$ cat config.mk
export PLATFORM = sky130hd
export DESIGN_NAME = comparator_8bit
export DESIGN_NICKNAME = d
export VERILOG_FILES = /design/src/rtl/comparator_8bit.sv
export SDC_FILE = /design/constraint.sdc
export NUM_CORES = 1
export LEC_CHECK = 0
export ABC_AREA = 1
export BUFFER_PORTS_ARGS = -buffer_cell sky130_fd_sc_hd__buf_2
export CORE_ASPECT_RATIO = 1.2
export CORE_MARGIN = 3
export CORE_UTILIZATION = 28
export CTS_CLUSTER_DIAMETER = 50
export DETAILED_ROUTE_END_ITERATION = 8
export GPL_TIMING_DRIVEN = 0
export HOLD_SLACK_MARGIN = 0.12
export PLACE_DENSITY = 0.52
export SKIP_LAST_GASP = 1
export SLEW_MARGIN = 30
export SYNTH_ARGS = -nofsm -noshare
export SYNTH_HDL_FRONTEND = slang
export SYNTH_SLANG_ARGS = --single-unit
$ cat constraint.sdc
create_clock -name clk -period 1.2 [get_ports clk]
set_clock_uncertainty 0.2 [all_clocks]
set_input_delay 0.12 -clock clk [delete_from_list [all_inputs] [get_ports clk]]
set_output_delay 0.12 -clock clk [all_outputs]
set_load 0.05 [all_outputs]
$ cat src/rtl/comparator_8bit.sv
// comparator_8bit
// Registered magnitude comparator with unsigned / two's-complement ordering.
// One combinational stage (p0) decides ordering from a single (WIDTH+1)-bit
// subtraction, then one register stage (p1) drives all outputs. Latency is
// exactly one clock. Results hold whenever in_valid is low.
module comparator_8bit #(
  parameter int WIDTH = 8
) (
  input  logic             clk,
  input  logic             rst,
  input  logic             in_valid,
  input  logic             signed_mode,
  input  logic [WIDTH-1:0] a,
  input  logic [WIDTH-1:0] b,
  output logic             out_valid,
  output logic             a_gt_b,
  output logic             a_eq_b,
  output logic             a_lt_b,
  output logic [WIDTH-1:0] max_out,
  output logic [WIDTH-1:0] min_out,
  output logic [WIDTH-1:0] abs_diff
);

  // Ordering decision from the zero-extended difference a - b.
  // Unsigned: bit WIDTH is the borrow, set exactly when a < b.
  // Signed: the low WIDTH bits form the two's-complement difference; its
  // sign bit is wrong only on overflow, so sign XOR overflow gives a < b.
  function automatic logic f_a_less(
    input logic [WIDTH:0] diff,
    input logic           a_msb,
    input logic           b_msb,
    input logic           sm
  );
    logic ovf;
    ovf = (a_msb != b_msb) && (diff[WIDTH-1] != a_msb);
    if (sm) begin
      return diff[WIDTH-1] ^ ovf;
    end
    return diff[WIDTH];
  endfunction

  // Magnitude of the separation between the two ordered operands. Taken
  // modulo 2^WIDTH; in signed mode the true distance never exceeds
  // 2^WIDTH-1, so it always reads correctly as an unsigned value.
  function automatic logic [WIDTH-1:0] f_mag(
    input logic [WIDTH-1:0] hi,
    input logic [WIDTH-1:0] lo
  );
    return hi - lo;
  endfunction

  // ---- stage p0: combinational compare on the sampled inputs ----
  logic [WIDTH:0]   w_diff_p0;
  logic             w_lt_p0;
  logic             w_eq_p0;
  logic             w_gt_p0;
  logic [WIDTH-1:0] w_max_p0;
  logic [WIDTH-1:0] w_min_p0;
  logic [WIDTH-1:0] w_abs_p0;

  assign w_diff_p0 = {1'b0, a} - {1'b0, b};
  assign w_eq_p0   = (a == b);
  assign w_lt_p0   = f_a_less(w_diff_p0, a[WIDTH-1], b[WIDTH-1], signed_mode);
  assign w_gt_p0   = ~w_lt_p0 & ~w_eq_p0;
  // On equality a is reported as max and b as min.
  assign w_max_p0  = w_lt_p0 ? b : a;
  assign w_min_p0  = w_lt_p0 ? a : b;
  assign w_abs_p0  = f_mag(w_max_p0, w_min_p0);

  // ---- stage p1: output registers ----
  logic             r_vld_p1;
  logic             r_gt_p1;
  logic             r_eq_p1;
  logic             r_lt_p1;
  logic [WIDTH-1:0] r_max_p1;
  logic [WIDTH-1:0] r_min_p1;
  logic [WIDTH-1:0] r_abs_p1;

  // Valid flag: registered copy of in_valid, cleared by reset.
  always_ff @(posedge clk or posedge rst) begin
    if (rst) begin
      r_vld_p1 <= 1'b0;
    end else begin
      r_vld_p1 <= in_valid;
    end
  end

  // Result registers: reset to the "0 vs 0" comparison, load on in_valid, else hold.
  always_ff @(posedge clk or posedge rst) begin
    if (rst) begin
      r_gt_p1  <= 1'b0;
      r_eq_p1  <= 1'b1;
      r_lt_p1  <= 1'b0;
      r_max_p1 <= '0;
      r_min_p1 <= '0;
      r_abs_p1 <= '0;
    end else if (in_valid) begin
      r_gt_p1  <= w_gt_p0;
      r_eq_p1  <= w_eq_p0;
      r_lt_p1  <= w_lt_p0;
      r_max_p1 <= w_max_p0;
      r_min_p1 <= w_min_p0;
      r_abs_p1 <= w_abs_p0;
    end
  end

  assign out_valid = r_vld_p1;
  assign a_gt_b    = r_gt_p1;
  assign a_eq_b    = r_eq_p1;
  assign a_lt_b    = r_lt_p1;
  assign max_out   = r_max_p1;
  assign min_out   = r_min_p1;
  assign abs_diff  = r_abs_p1;

endmodule

==> impl_metrics.yaml, run 1 <==
critical_path:
  path_class: "input pin to flip-flop"
  max_stage_delay_ns: 0.35
  worstSetupEndpointType: "flip-flop"
  start_kind: "input pin"
  path_max_fanout: 4
  path_cells: "buf_8, inv_6, ha_4, nand2_4, inv_2, nand2_2, o221a_4, fa_2, nand2_4, buf_6, nand3_2, nand2_2, nand2_4, buf_6, buf_6, buf_6, xnor2_2, o21ai_1"
  crit_path_frequent_cell: "buf_6"
  crit_slowest_cell: "fa_2"
  crit_arrival_ns: 2.33
  cp.required_ns: 1.16
floorplan:
  die-area_um2: 7864
  io_pins: 48
  chipHeight_um: 96.55
  fp.dieW_um: 81.46
  rows: 32
  design.core.area_um2: 6526
  start_util_pct: 29.31
timing:
  finalSetupViolCount: 27
  rsz0062_at_grt: "yes"
  drv_slew: 0
  worst_pin_slew_ns: 0.5979
  max_clock_freq_mhz: 423.1
  tns_ns: -21.70
  hold_violations: 8
  fin_ws_ns: -1.164
  finalWorstPathRequiredPeriod_ns: 2.364
  whs_ns: -0.09077
  layout_worst_path_cycle_share_pct: 197.0
  slew_headroom_pct: 60.08
detailed_routing:
  viasPerCell: 4.663
  routed_wl_um: 6130
  vias: 2005
  ant_nets: 0
  wl_per_cell_um: 14.26
  drc_errors: 0
  drt_iter0_markers: 81
  firstDrtPassIters: 4
layout:
  areaGrowthSynthToFinish_pct: 81.82
  nFillCells: 574
  final_core_util_pct: 53.30
  drive_gt1_share_pct: 57.68
  num-nets-final: 375
  n_antenna_cell: 0
synth:
  yosys_register_bits: 28
  async_reset_ff_share_pct: 100.0
  seq_area_frac_synth_pct: 36.69
  synthMuxAreaShare_pct: 0
  synth_edf_count: 0
  synth_area_um2: 1913
  ys_dominant_reg_cell: "dfrtp_1"
  yosys_warnings: 0
  synth_top_family_by_area: "simple AND/OR/NAND/NOR gates"
  netlist_instances: 251
  synthAdderAreaFrac_pct: 6.279
  synth_xor_area_share_pct: 0.9156
  synth-simple-area-share_pct: 36.30
  syn_area_per_cell_um2: 7.622
  synth_compound_area_share_pct: 10.33
  synth_nets: 280
  synth.distinct_cells: 30
grt:
  antenna_found_initial: 0
  grt_start_max_net_pins: 29
  grt_pass1_vias: 1955
  grt_pass1_wl_um: 9480
  grt_util_all_layers_pct: 15.72
  grt_overflow_total: 0
clocking:
  cts_tree: "built"
  cts_buffers: 3
  clock-sinks: 28
  path_clk_slew_ns: 0.10
  clkLatencyLatePin_ns: 0.28
  cts_hold_buf: 5
  cts_buffer_depth: 2
  htreeDepth: 1
  root_buffer: "clkbuf_8"
placed_design:
  dp_hpwl_um: 4004
  port_buffers: 47
  place_ws_ns: -1.634
  gp_congestion: 0.7778
run_status:
  violations: "negative hold slack, negative setup slack"
  status: "finished, violations left"
power_and_ir_drop:
  p_leak_nw: 1.697
  ir_drop_v: 0.0005382
  p_per_area_nw_per_um2: 1200
job:
  cap_violations: 0
worst_hold_path:
  hold_class: "input pin to flip-flop"
==> report_power, final <==
part	leakage, nW	total [W]	internal (W)	switching (W)
sequential	0.332	0.00120	0.00109	0.000107
clock	0.0288	0.000617	0.000295	0.000322
combinational	1.34	0.00236	0.000997	0.00136
==> through the flow <==
step	total power [W]	cells	instance area, um2
floorplan	0.002422	251	2098
global placement	0.002796	383	2440
detailed placement	0.002811	383	2440
CTS	0.003864	415	3075
global route	0.004397	430	3478
finish	0.004174	430	3478
==> worst max-delay path, delay by kind of cell <==
kind	cells	cell delay, ns
AO/OA/AOI/OAI	2	0.31
XOR/XNOR	1	0.13
AND/OR/NAND/NOR	6	0.50
adder cells (fa/ha/maj)	2	0.63
buffers and inverters	7	0.64
==> sequential cells by signal, indices dropped and copies added, names as in the netlist <==
name / flops
max_out: 8
a_lt_b: 1
min_out: 8
abs_diff: 8
a_gt_b: 1
out_valid: 1
a_eq_b: 1
==> final timing paths <==
| check | startpoint | end | slack, ns | depth (start not counted) |
|---|---|---|---|---|
| worst max register to register | max_out[2] | max_out[2] | 0.21 | 2 |
| worst min-delay path | b[3] | max_out[3] | -0.09 | 3 |
| worst max-delay path | b[4] | abs_diff[1] | -1.16 | 18 |
| max in group asynchronous | rst | abs_diff[4] | 0.16 | 3 |
| worst min register to register | abs_diff[5] | abs_diff[5] | 0.31 | 2 |
| min in group asynchronous | rst | max_out[7] | 0.24 | 3 |
==> placed cells by master (no fill, tap or decap), types with 2 or more instances in the layout <==
cell           Yosys  routed
nand2_2           21      23
clkbuf_4           1       2
buf_8              0       6
nand3_1           18       8
xnor2_2            0       2
ha_4               0       7
nand2_4            6      24
a21oi_2            1       3
o21ai_4            0       2
nand2_1           73      51
dlygate4sd3_1      0       5
nor2_1            10      10
a21oi_1            7       4
inv_6              0       2
clkbuf_8           0       4
o21ai_2            2       4
nand4_1            2       2
dfrtp_1           27      27
inv_2              3       9
inv_4              0       2
buf_4              0      27
o21ai_1            3      11
nand3_4            0       6
clkbuf_1           5       3
nand3_2            5       9
buf_2              0       7
nand2_8            0       2
inv_1             27      16
a31oi_1            6       5
buf_12             1       2
buf_6              2      44
==> layout make-up <==
class	instances	area, um2	share of cell area [%]
Tap cell	85	106.4	3.058
Buffer	9	95.09	2.734
Inverter	30	140.1	4.029
Sequential cell	28	701.9	20.18
Clock buffer	4	55.05	1.583
Multi-Input combinational cell	184	1478	42.48
Timing Repair Buffer	90	902.1	25.94
==> layer usage <==
metal | wire [um] | global-route usage, %
met5 | 0 | 0
met3 | 128 | 1.670
met4 | 115 | 5.634
met1 | 2600 | 19.35
met2 | 3285 | 28.06
==> cells by family (layout without fill, tap and decap cells) <==
| logic type | count (synthesis) | after routing |
|---|---|---|
| simple gates | 139 | 139 |
| buf+inv | 39 | 133 |
| compound gates | 34 | 34 |
| flops | 28 | 28 |
| fa+ha+maj | 9 | 9 |
| xor+xnor | 2 | 2 |
==> Yosys cell counts, types with 2 or more instances <==
cell type	n	area share, %
nand2_1	73	14
dfrtp_1	27	35
inv_1	27	5.3
nand2_2	21	6.9
nand3_1	18	4.7
o21ai_0	13	3.4
nor2_1	10	2.0
ha_1	8	5.2
a21oi_1	7	1.8
a31oi_1	6	2.0
nand2_4	6	3.5
clkbuf_1	5	0.98
nand3_2	5	2.6
inv_2	3	0.59
o21ai_1	3	0.78
buf_6	2	1.2
nand4_1	2	0.65
o21ai_2	2	0.92
xnor2_1	2	0.92
==> repair_timing <==
action | CTS | global route
pin swaps | 42 | 40
buffers inserted | 21 | 17
gates resized for setup | 95 | 76
endpoints found under the setup margin | 52 | 54
hold endpoints to repair | 47 | 11
gates cloned | 2 | 0
Power figures use the tool's default switching activity.
==> inputs of run 2 (changes only) <==
--- a/config.mk
+++ b/config.mk
@@ -7,6 +7,8 @@
 export LEC_CHECK = 0
 export ABC_AREA = 1
 export BUFFER_PORTS_ARGS = -buffer_cell sky130_fd_sc_hd__buf_2
+export CELL_PAD_IN_SITES_DETAIL_PLACEMENT = 0
+export CELL_PAD_IN_SITES_GLOBAL_PLACEMENT = 1
 export CORE_ASPECT_RATIO = 1.2
 export CORE_MARGIN = 3
 export CORE_UTILIZATION = 28
@@ -14,7 +16,7 @@
 export DETAILED_ROUTE_END_ITERATION = 8
 export GPL_TIMING_DRIVEN = 0
 export HOLD_SLACK_MARGIN = 0.12
-export PLACE_DENSITY = 0.52
+export PLACE_DENSITY = 0.67
 export SKIP_LAST_GASP = 1
 export SLEW_MARGIN = 30
 export SYNTH_ARGS = -nofsm -noshare
==> impl_metrics.yaml, run 2 (same netlist as run 1, synthesis figures left out) <==
detailed_routing:
  viasPerCell: 4.530
  ant_nets: 0
  drt_iter0_markers: 56
  wl_per_cell_um: 13.91
  vias: 1948
  drc_errors: 0
  firstDrtPassIters: 4
  routed_wl_um: 5982
grt:
  antenna_found_initial: 0
  grt_util_all_layers_pct: 15.66
  grt_pass1_wl_um: 9432
  grt_pass1_vias: 1928
  grt_start_max_net_pins: 29
  grt_overflow_total: 0
floorplan:
  io_pins: 48
  rows: 32
  fp.dieW_um: 81.46
  die-area_um2: 7864
  design.core.area_um2: 6526
  start_util_pct: 29.31
  chipHeight_um: 96.55
timing:
  whs_ns: -0.08150
  finalSetupViolCount: 28
  rsz0062_at_grt: "yes"
  finalWorstPathRequiredPeriod_ns: 2.350
  max_clock_freq_mhz: 425.6
  worst_pin_slew_ns: 0.5973
  tns_ns: -20.87
  hold_violations: 7
  layout_worst_path_cycle_share_pct: 195.8
  drv_slew: 0
  slew_headroom_pct: 60.12
  fin_ws_ns: -1.150
critical_path:
  r2r_start: "max_out[2]"
  crit_arrival_ns: 2.33
  path_class: "input pin to flip-flop"
  cp.required_ns: 1.18
  ff2ff_path_depth: 3
  path_max_fanout: 5
  rr_endpoint: "max_out[2]"
  start_kind: "input pin"
  worstSetupEndpointType: "flip-flop"
  rrSetupSlack_ns: 0.21
clocking:
  clkLatencyLatePin_ns: 0.28
  clock-sinks: 28
  root_buffer: "clkbuf_8"
  cts_buffers: 3
  path_clk_slew_ns: 0.10
  cts_buffer_depth: 2
  cts_tree: "built"
  htreeDepth: 1
job:
  cap_violations: 0
worst_hold_path:
  hp-start: "b[3]"
  hold_class: "input pin to flip-flop"
  whs_path_depth: 3
  whs_endpoint: "max_out[3]"
power_and_ir_drop:
  p_per_area_nw_per_um2: 1205
  ir_drop_v: 0.0004854
  p_leak_nw: 1.676
placed_design:
  gp_congestion: 0.7917
  place_ws_ns: -1.663
  dp.cells: 383
  dp_hpwl_um: 4001
  port_buffers: 47
layout:
  layout_common_cells: "nand2_1, buf_6, buf_4"
  final_cells: 430
  num-nets-final: 375
  drive_gt1_share_pct: 57.10
  n_antenna_cell: 0
  areaGrowthSynthToFinish_pct: 81.23
  multi_input_area_um2: 1473
  seq_area_um2: 701.9
  layout_commonest_cell: "nand2_1"
  final_core_util_pct: 53.13
  nFillCells: 614
run_status:
  violations: "negative hold slack, negative setup slack"
  status: "finished, violations left"
run 2: changes by cell type in the layout (fill, tap and decap cells not counted), moves of 3 or more:
cell / change
buf_8: -3
nand2_4: -3
inv_4: +3
buf_4: +4
run 2: timing repair:
item / in CTS / in global routing
setup buffers: 18 / 20
hold endpoints to repair: 47 / 17
cloned: 2 / 0
resized for setup: 90 / 76
endpoints found under the setup margin: 52 / 54
hold buffers: 3 / 1
pin swaps: 34 / 35
run 2: worst max-delay path by stage:
stage | from | to | depth (start not counted)
after floorplan | b[1] | abs_diff[3] | 17
after global placement | b[1] | abs_diff[6] | 19
after detailed placement | b[1] | abs_diff[6] | 19
after CTS | b[1] | abs_diff[5] | 21
after global routing | b[5] | abs_diff[7] | 20
final | b[5] | abs_diff[3] | 18
run 2: layout make-up:
| cell class | instances | share of cell area, % |
|---|---|---|
| buffer | 9 | 2.851 |
| clock buffer | 4 | 1.588 |
| inverter | 30 | 4.114 |
| multi-input combinational | 184 | 42.48 |
| sequential | 28 | 20.25 |
| tap | 85 | 3.067 |
| timing repair buffer | 90 | 25.66 |
run 2: where the power goes:
| part | internal, W | switching, W | leakage [nW] |
|---|---|---|---|
| registers | 0.00109 | 0.000103 | 0.332 |
| logic | 0.00101 | 0.00136 | 1.32 |
| clock network | 0.000295 | 0.000320 | 0.0288 |
| total | 0.00240 | 0.00178 | 1.68 |
run 2: through the flow:
stage	area [um2]	power (W)
4_1_cts	3014	0.003850
2_1_floorplan	2098	0.002422
3_3_place_gp	2440	0.002797
3_5_place_dp	2440	0.002809
5_1_grt	3467	0.004429
6_report	3467	0.004178
run 2: critical path: stages:
cell	delay, ns
buf_6	0.09
inv_4	0.04
ha_4	0.27
nand2_4	0.05
inv_2	0.06
nand2_2	0.05
o221a_4	0.24
fa_2	0.35
nand2_4	0.14
nand2_8	0.09
buf_12	0.16
nand2_4	0.06
nand2_4	0.07
nand3_4	0.08
nand3_4	0.09
or2_0	0.23
nand3_1	0.07
nand2_1	0.06
run 2: per-layer routing:
layer  share of wire (%)  vias to the layer above  GRT usage (%)
met3                 2.8                        4          1.763
met1                  43                      927          19.75
met2                  53                       28          27.99
met4                 1.3                        0          4.225
li1                    -                      989              -
met5                   0                        -              0
